==> src/rtl/rgb_led_pkg.sv <==
// Shared types and constants for the RGB LED driver.
package rgb_led_pkg;

  typedef enum logic [1:0] {
    MODE_OFF     = 2'b00,
    MODE_ON      = 2'b01,
    MODE_BLINK   = 2'b10,
    MODE_BREATHE = 2'b11
  } mode_e;

  typedef enum logic {
    DIR_UP   = 1'b0,
    DIR_DOWN = 1'b1
  } dir_e;

  localparam int unsigned CH_RED   = 0;
  localparam int unsigned CH_GREEN = 1;
  localparam int unsigned CH_BLUE  = 2;

  // Counter width for a wrap limit; never narrower than one bit.
  function automatic int unsigned cnt_width(input int unsigned limit);
    return (limit > 1) ? $clog2(limit) : 1;
  endfunction

endpackage

==> src/rtl/rgb_led_channel.sv <==
// One LED channel: shadow/active config, breathe ramp FSM, duty select and PWM compare.
module rgb_led_channel
  import rgb_led_pkg::*;
#(
  parameter int unsigned PWM_BITS = 8
) (
  input  logic                clk_in,
  input  logic                rst_n,
  input  logic [PWM_BITS-1:0] pwm_cnt,
  input  logic                frame_last,
  input  logic                step_tick,
  input  logic                blink_phase,
  input  logic                wr_en,
  input  logic [1:0]          wr_mode,
  input  logic [PWM_BITS-1:0] wr_level,
  output logic                led_n
);

  mode_e               shd_mode_q, shd_mode_d;
  logic [PWM_BITS-1:0] shd_level_q, shd_level_d;
  mode_e               act_mode_q, act_mode_d;
  logic [PWM_BITS-1:0] act_level_q, act_level_d;
  logic [PWM_BITS-1:0] ramp_q, ramp_d;
  dir_e                dir_q, dir_d;
  logic                led_n_q, led_n_d;
  logic [PWM_BITS-1:0] duty;

  always_comb begin
    shd_mode_d  = shd_mode_q;
    shd_level_d = shd_level_q;
    act_mode_d  = act_mode_q;
    act_level_d = act_level_q;
    ramp_d      = ramp_q;
    dir_d       = dir_q;

    if (wr_en) begin
      shd_mode_d  = mode_e'(wr_mode);
      shd_level_d = wr_level;
    end

    // Loading from the _d shadow forwards a write landing on the boundary cycle.
    if (frame_last) begin
      act_mode_d  = shd_mode_d;
      act_level_d = shd_level_d;
      if (act_mode_d == MODE_BREATHE) begin
        if (act_mode_q != MODE_BREATHE) begin
          ramp_d = '0;
          dir_d  = DIR_UP;
        end else if (act_level_d < ramp_q) begin
          ramp_d = act_level_d;
          dir_d  = DIR_DOWN;
        end else if (step_tick) begin
          unique case (dir_q)
            DIR_UP: begin
              if (ramp_q < act_level_d) ramp_d = ramp_q + 1'b1;
              else                      dir_d  = DIR_DOWN;
            end
            DIR_DOWN: begin
              if (ramp_q != '0) ramp_d = ramp_q - 1'b1;
              else              dir_d  = DIR_UP;
            end
          endcase
        end
      end
    end

    unique case (act_mode_q)
      MODE_OFF:     duty = '0;
      MODE_ON:      duty = act_level_q;
      MODE_BLINK:   duty = blink_phase ? act_level_q : '0;
      MODE_BREATHE: duty = ramp_q;
    endcase

    led_n_d = ~(pwm_cnt < duty);
  end

  always_ff @(posedge clk_in or negedge rst_n) begin
    if (!rst_n) begin
      shd_mode_q  <= MODE_OFF;
      shd_level_q <= '0;
      act_mode_q  <= MODE_OFF;
      act_level_q <= '0;
      ramp_q      <= '0;
      dir_q       <= DIR_UP;
      led_n_q     <= 1'b1;
    end else begin
      shd_mode_q  <= shd_mode_d;
      shd_level_q <= shd_level_d;
      act_mode_q  <= act_mode_d;
      act_level_q <= act_level_d;
      ramp_q      <= ramp_d;
      dir_q       <= dir_d;
      led_n_q     <= led_n_d;
    end
  end

  assign led_n = led_n_q;

endmodule

==> src/rtl/rgb_led_ctrl.sv <==
// Multi-channel active-low LED driver: shared PWM/blink/step timebase plus per-channel logic.
module rgb_led_ctrl
  import rgb_led_pkg::*;
#(
  parameter int unsigned CHANNELS     = 3,
  parameter int unsigned PWM_BITS     = 8,
  parameter int unsigned BLINK_FRAMES = 23438,
  parameter int unsigned STEP_FRAMES  = 92
) (
  input  logic                        clk_in,
  input  logic                        rst_n,
  input  logic                        cfg_we,
  input  logic [$clog2(CHANNELS)-1:0] cfg_ch,
  input  logic [1:0]                  cfg_mode,
  input  logic [PWM_BITS-1:0]         cfg_level,
  output logic                        frame_end,
  output logic [CHANNELS-1:0]         led_n
);

  localparam int unsigned CH_W = $clog2(CHANNELS);
  localparam int unsigned BW   = cnt_width(BLINK_FRAMES);
  localparam int unsigned SW   = cnt_width(STEP_FRAMES);

  logic [PWM_BITS-1:0] pwm_cnt_q, pwm_cnt_d;
  logic                frame_end_q, frame_end_d;
  logic [BW-1:0]       blink_cnt_q, blink_cnt_d;
  logic                blink_phase_q, blink_phase_d;
  logic [SW-1:0]       step_cnt_q, step_cnt_d;
  logic                frame_last;
  logic                step_wrap;
  logic                step_tick;
  logic [CHANNELS-1:0] wr_en;

  always_comb begin
    frame_last    = (pwm_cnt_q == '1);
    step_wrap     = (step_cnt_q == SW'(STEP_FRAMES - 1));
    step_tick     = frame_last && step_wrap;
    pwm_cnt_d     = pwm_cnt_q + 1'b1;
    frame_end_d   = frame_last;
    blink_cnt_d   = blink_cnt_q;
    blink_phase_d = blink_phase_q;
    step_cnt_d    = step_cnt_q;

    if (frame_last) begin
      if (blink_cnt_q == BW'(BLINK_FRAMES - 1)) begin
        blink_cnt_d   = '0;
        blink_phase_d = ~blink_phase_q;
      end else begin
        blink_cnt_d = blink_cnt_q + 1'b1;
      end
      if (step_wrap) step_cnt_d = '0;
      else           step_cnt_d = step_cnt_q + 1'b1;
    end

    // Out-of-range channel numbers match no decode line and are dropped.
    for (int unsigned i = 0; i < CHANNELS; i++) begin
      wr_en[i] = cfg_we && (cfg_ch == CH_W'(i));
    end
  end

  always_ff @(posedge clk_in or negedge rst_n) begin
    if (!rst_n) begin
      pwm_cnt_q     <= '0;
      frame_end_q   <= 1'b0;
      blink_cnt_q   <= '0;
      blink_phase_q <= 1'b0;
      step_cnt_q    <= '0;
    end else begin
      pwm_cnt_q     <= pwm_cnt_d;
      frame_end_q   <= frame_end_d;
      blink_cnt_q   <= blink_cnt_d;
      blink_phase_q <= blink_phase_d;
      step_cnt_q    <= step_cnt_d;
    end
  end

  assign frame_end = frame_end_q;

  for (genvar g = 0; g < CHANNELS; g++) begin : g_ch
    rgb_led_channel #(
      .PWM_BITS (PWM_BITS)
    ) u_ch (
      .clk_in      (clk_in),
      .rst_n       (rst_n),
      .pwm_cnt     (pwm_cnt_q),
      .frame_last  (frame_last),
      .step_tick   (step_tick),
      .blink_phase (blink_phase_q),
      .wr_en       (wr_en[g]),
      .wr_mode     (cfg_mode),
      .wr_level    (cfg_level),
      .led_n       (led_n[g])
    );
  end

endmodule

==> config.mk <==
export PLATFORM = sky130hd
export DESIGN_NAME = rgb_led_ctrl
export DESIGN_NICKNAME = d
export VERILOG_FILES = /design/src/rtl/rgb_led_pkg.sv /design/src/rtl/rgb_led_channel.sv /design/src/rtl/rgb_led_ctrl.sv
export SDC_FILE = /design/constraint.sdc
export NUM_CORES = 1
export LEC_CHECK = 0
export BUFFER_PORTS_ARGS = -buffer_cell sky130_fd_sc_hd__buf_2
export CAP_MARGIN = 20
export CORE_MARGIN = 10
export CORE_UTILIZATION = 35
export DETAILED_ROUTE_END_ITERATION = 16
export PLACE_DENSITY_LB_ADDON = 0.05
export SLEW_MARGIN = 40
export SYNTH_ARGS = -nofsm -noshare
export SYNTH_HDL_FRONTEND = slang
export SYNTH_HIERARCHICAL = 1
export SYNTH_SLANG_ARGS = --single-unit
==> constraint.sdc <==
create_clock -name clk_in -period 2.5 [get_ports clk_in]
set_clock_uncertainty 0.15 [all_clocks]
set_input_delay 0.125 -clock clk_in [delete_from_list [all_inputs] [get_ports clk_in]]
set_output_delay 0.125 -clock clk_in [all_outputs]
set_load 0.03 [all_outputs]
==> flow_metrics.tcl <==
set metrics [dict create \
    crit_top_cell "nand2_1" \
    start_kind "flop" \
    p_comb_share_pct 17.5 \
    viasPerCell 5.46 \
    grt_max_degree 51 \
    placementRows 54 \
    synth_top_family_by_area "compound AO/OA/AOI/OAI gates" \
    grt_use_total_pct 15.7 \
    tns_ps 0 \
    dpl.hpwl_mm 16.7 \
    max_freq_mhz 414 \
    synth_compound_area_share_pct 20.1 \
    cts.sinks 122 \
    synth_area_leaders "dfrtp_1, ha_1, a21oi_1, mux2_2, mux2i_1" \
    synth_edf_count 0 \
    slew_headroom_pct 54.1 \
    slew_viol_final 0 \
    wl_mm 22.0 \
    drive_gt1_share_pct 26.8 \
    gp_congestion 0.854 \
    p_sw_uw 1580 \
    finalCritPeriodShare_pct 96.5 \
    synth_xor_area_share_pct 2.55 \
    port_buffers 18 \
    synthSimpleGateAreaFrac_pct 14.1 \
    first_pass_iters 5 \
    grt_overflow 0 \
    cts_tree "yes" \
    clock_insertion_delay_worst_skew_ps 430 \
    setup_viol_count_final 0 \
    synth_seq_cells 122 \
    final_antenna_net_count 0 \
    drcViolationCount 0 \
    synth_mux_area_share_pct 8.88 \
    h-tree-depth 4 \
    synth-adder-area-share_pct 11.4 \
    grt_pass1_wl_mm 36.0 \
    required_ps 2670 \
    synth_cell_type_count 57 \
    stdcell_count 1229 \
    ys_seq_area_share_pct 38.7 \
    async_flop_share_pct 100 \
    min_period_ps 2410 \
    syn_avg_cell_area_um2 9.77 \
    critPathKind "reg2reg" \
    synth_top_area_share_pct 37.7 \
    status "finished clean" \
    critical_path.top_delay_family "compound AO/OA/AOI/OAI gates" \
    max_cap_viol_count 0 \
    pin_count 19 \
    yosys.area.top_type "dfrtp_1" \
    synth_area_um2 7900 \
    dieWidth_um 170 \
    initialDrtViolationCount 387 \
    max_slew.worst_pin.slew_ps 688 \
    power.total_uw 5790 \
    syn-num-nets 894 \
    synth.most_common_cell "dfrtp_1" \
    p_seq_share_pct 36.2 \
    die_y_um 170 \
    cts-root-buf "clkbuf_16" \
    antenna_found_initial 0 \
    ys_warn_count 6 \
    synth_common_cells "dfrtp_1, a21oi_1, nor2_1" \
    num_vias 6709 \
    ir_drop_v 0.000402 \
    critPathBufInv 1 \
    area_growth_pct 25.9 \
    cpPeakStageDelay_ps 440 \
    critPathSlowestCell "or4_4" \
    core-area_um2 22000 \
    dp_cells 1193 \
    path_cells "ha_1 -> nand2_1 -> or4_4 -> nor2_4 -> buf_12 -> nand2_1 -> a211oi_2 -> o211ai_2 -> o32ai_1" \
    p_clk_share_pct 46.3 \
    clk_pin_slew_ps 60 \
    start_util_pct 35.9 \
    nNetsFinal 1021 \
    ys.flop_type "dfrtp_1" \
    hold_violations 0 \
    worst_ep_arrival_time_ps 2580 \
    diodes 0 \
    critPathCaptureType "flop" \
    fillers 2139 \
    netSwitchingFraction_pct 27.3 \
    cts_made_buffers 17 \
    holdCritPathClass "in2reg" \
    synth_cells 809 \
    power.internal_uw 4210 \
    crit_fanout 9 \
    p_leak_uw 0.00426 \
    clk_path_buf_depth 2 \
    grt_pass1_vias 6788 \
    power_density_nw_per_um2 582 \
    wire_per_inst_um 17.9 \
    die_area_um2 29000 \
]
## layout make-up
cell class,count,area (um2),area share [%]
Clock buffer,18,439,4.42
Clock inverter,14,196,1.98
Multi-Input combinational cell,605,4650,46.8
Sequential cell,122,3060,30.7
Tap cell,280,350,3.52
Timing Repair Buffer,135,1040,10.5
Inverter,55,209,2.10
## registers in the layout, indices dropped and copies added (netlist names)
| register | cells |
|---|---|
| g_ch.u_ch/shd_level_q | 24 |
| pwm_cnt_q | 8 |
| g_ch.u_ch/act_level_q | 24 |
| g_ch.u_ch/ramp_q | 24 |
| step_cnt_q | 7 |
| g_ch.u_ch/shd_mode_q | 6 |
| g_ch.u_ch/act_mode_q | 6 |
| g_ch.u_ch/led_n | 3 |
| blink_cnt_q | 15 |
| frame_end | 1 |
| g_ch.u_ch/dir_q | 3 |
| blink_phase_q | 1 |
## worst paths after layout
kind / start / cells after the start / slack [ps] / end
worst max-delay path: step_cnt_q[1] / 9 / 90 / g_ch[0].u_ch/ramp_q[7]
worst min-delay path: cfg_level[0] / 4 / 50 / g_ch[1].u_ch/shd_level_q[0]
worst max register to register: step_cnt_q[1] / 9 / 90 / g_ch[0].u_ch/ramp_q[7]
worst min register to register: blink_cnt_q[14] / 1 / 320 / blink_cnt_q[14]
max in group asynchronous: rst_n / 3 / 1320 / g_ch[0].u_ch/led_n
min in group asynchronous: rst_n / 2 / 140 / g_ch[2].u_ch/act_level_q[4]
## worst min-delay path, cell delays in order
cell and delay (ps):
buf_2 160, mux2i_1 120, inv_1 90, buf_4 100
## repair_timing
item,4_1_cts,5_1_grt
hold buffers,3,0
hold endpoints to repair,50,0
endpoints found under the setup margin,2,22
buffers inserted,0,1
pin swaps,0,7
gates resized for setup,1,20
## kinds of logic after synthesis
logic type      Yosys count
compound gates          241
xor+xnor                 23
fa+ha+maj                70
buf+inv                  82
flops                   122
mux                      66
simple gates            205
## power by group through the flow
stage	Sequential (uW)	Combinational, uW	Clock [uW]
global route	2100	1130	2840
finish	2090	1010	2680
CTS	2090	999	2750
global placement	2130	978	0
detailed placement	2130	990	0
floorplan	2120	520	0
## per-layer routing
metal	GRT usage (%)	share of wire [%]	up-vias
li1	-	-	3260
met4	4.35	1.2	0
met3	3.33	4.1	22
met2	25.2	47	133
met1	20.8	48	3294
met5	0	0	-
## through the flow
| stage | area [um2] | setup WS [ps] | util (%) | hold WS [ps] |
|---|---|---|---|---|
| 6_report | 9950 | 86.8 | 45.2 | 53.1 |
| 5_1_grt | 9950 | -78.2 | 45.2 | 42.1 |
| 4_1_cts | 9830 | 13.8 | 44.6 | 30.6 |
| 3_5_place_dp | 9160 | -267 | 41.6 | 67.8 |
| 3_3_place_gp | 9160 | -176 | 41.6 | 61.6 |
| 2_1_floorplan | 7940 | 0.787 | - | -321 |
## placed cells by master, fill, tap and decap left out, drive strengths merged, types with 8 or more instances in the layout
| cell | netlist | layout |
|---|---|---|
| nor3 | 9 | 9 |
| inv | 55 | 56 |
| a211oi | 9 | 9 |
| a21o | 12 | 12 |
| mux2 | 33 | 33 |
| o21ai | 32 | 32 |
| ha | 67 | 67 |
| nor2 | 69 | 69 |
| clkbuf | 15 | 18 |
| o22ai | 8 | 8 |
| o211ai | 9 | 9 |
| o21a | 9 | 9 |
| xor2 | 9 | 9 |
| buf | 12 | 132 |
| nand4 | 21 | 21 |
| a22oi | 27 | 27 |
| nand3 | 30 | 30 |
| nor2b | 13 | 13 |
| dfrtp | 119 | 119 |
| o2bb2ai | 9 | 9 |
| a21oi | 94 | 94 |
| nand2 | 30 | 30 |
| xnor2 | 14 | 14 |
| mux2i | 33 | 33 |
(Power assumes the default switching activity.)
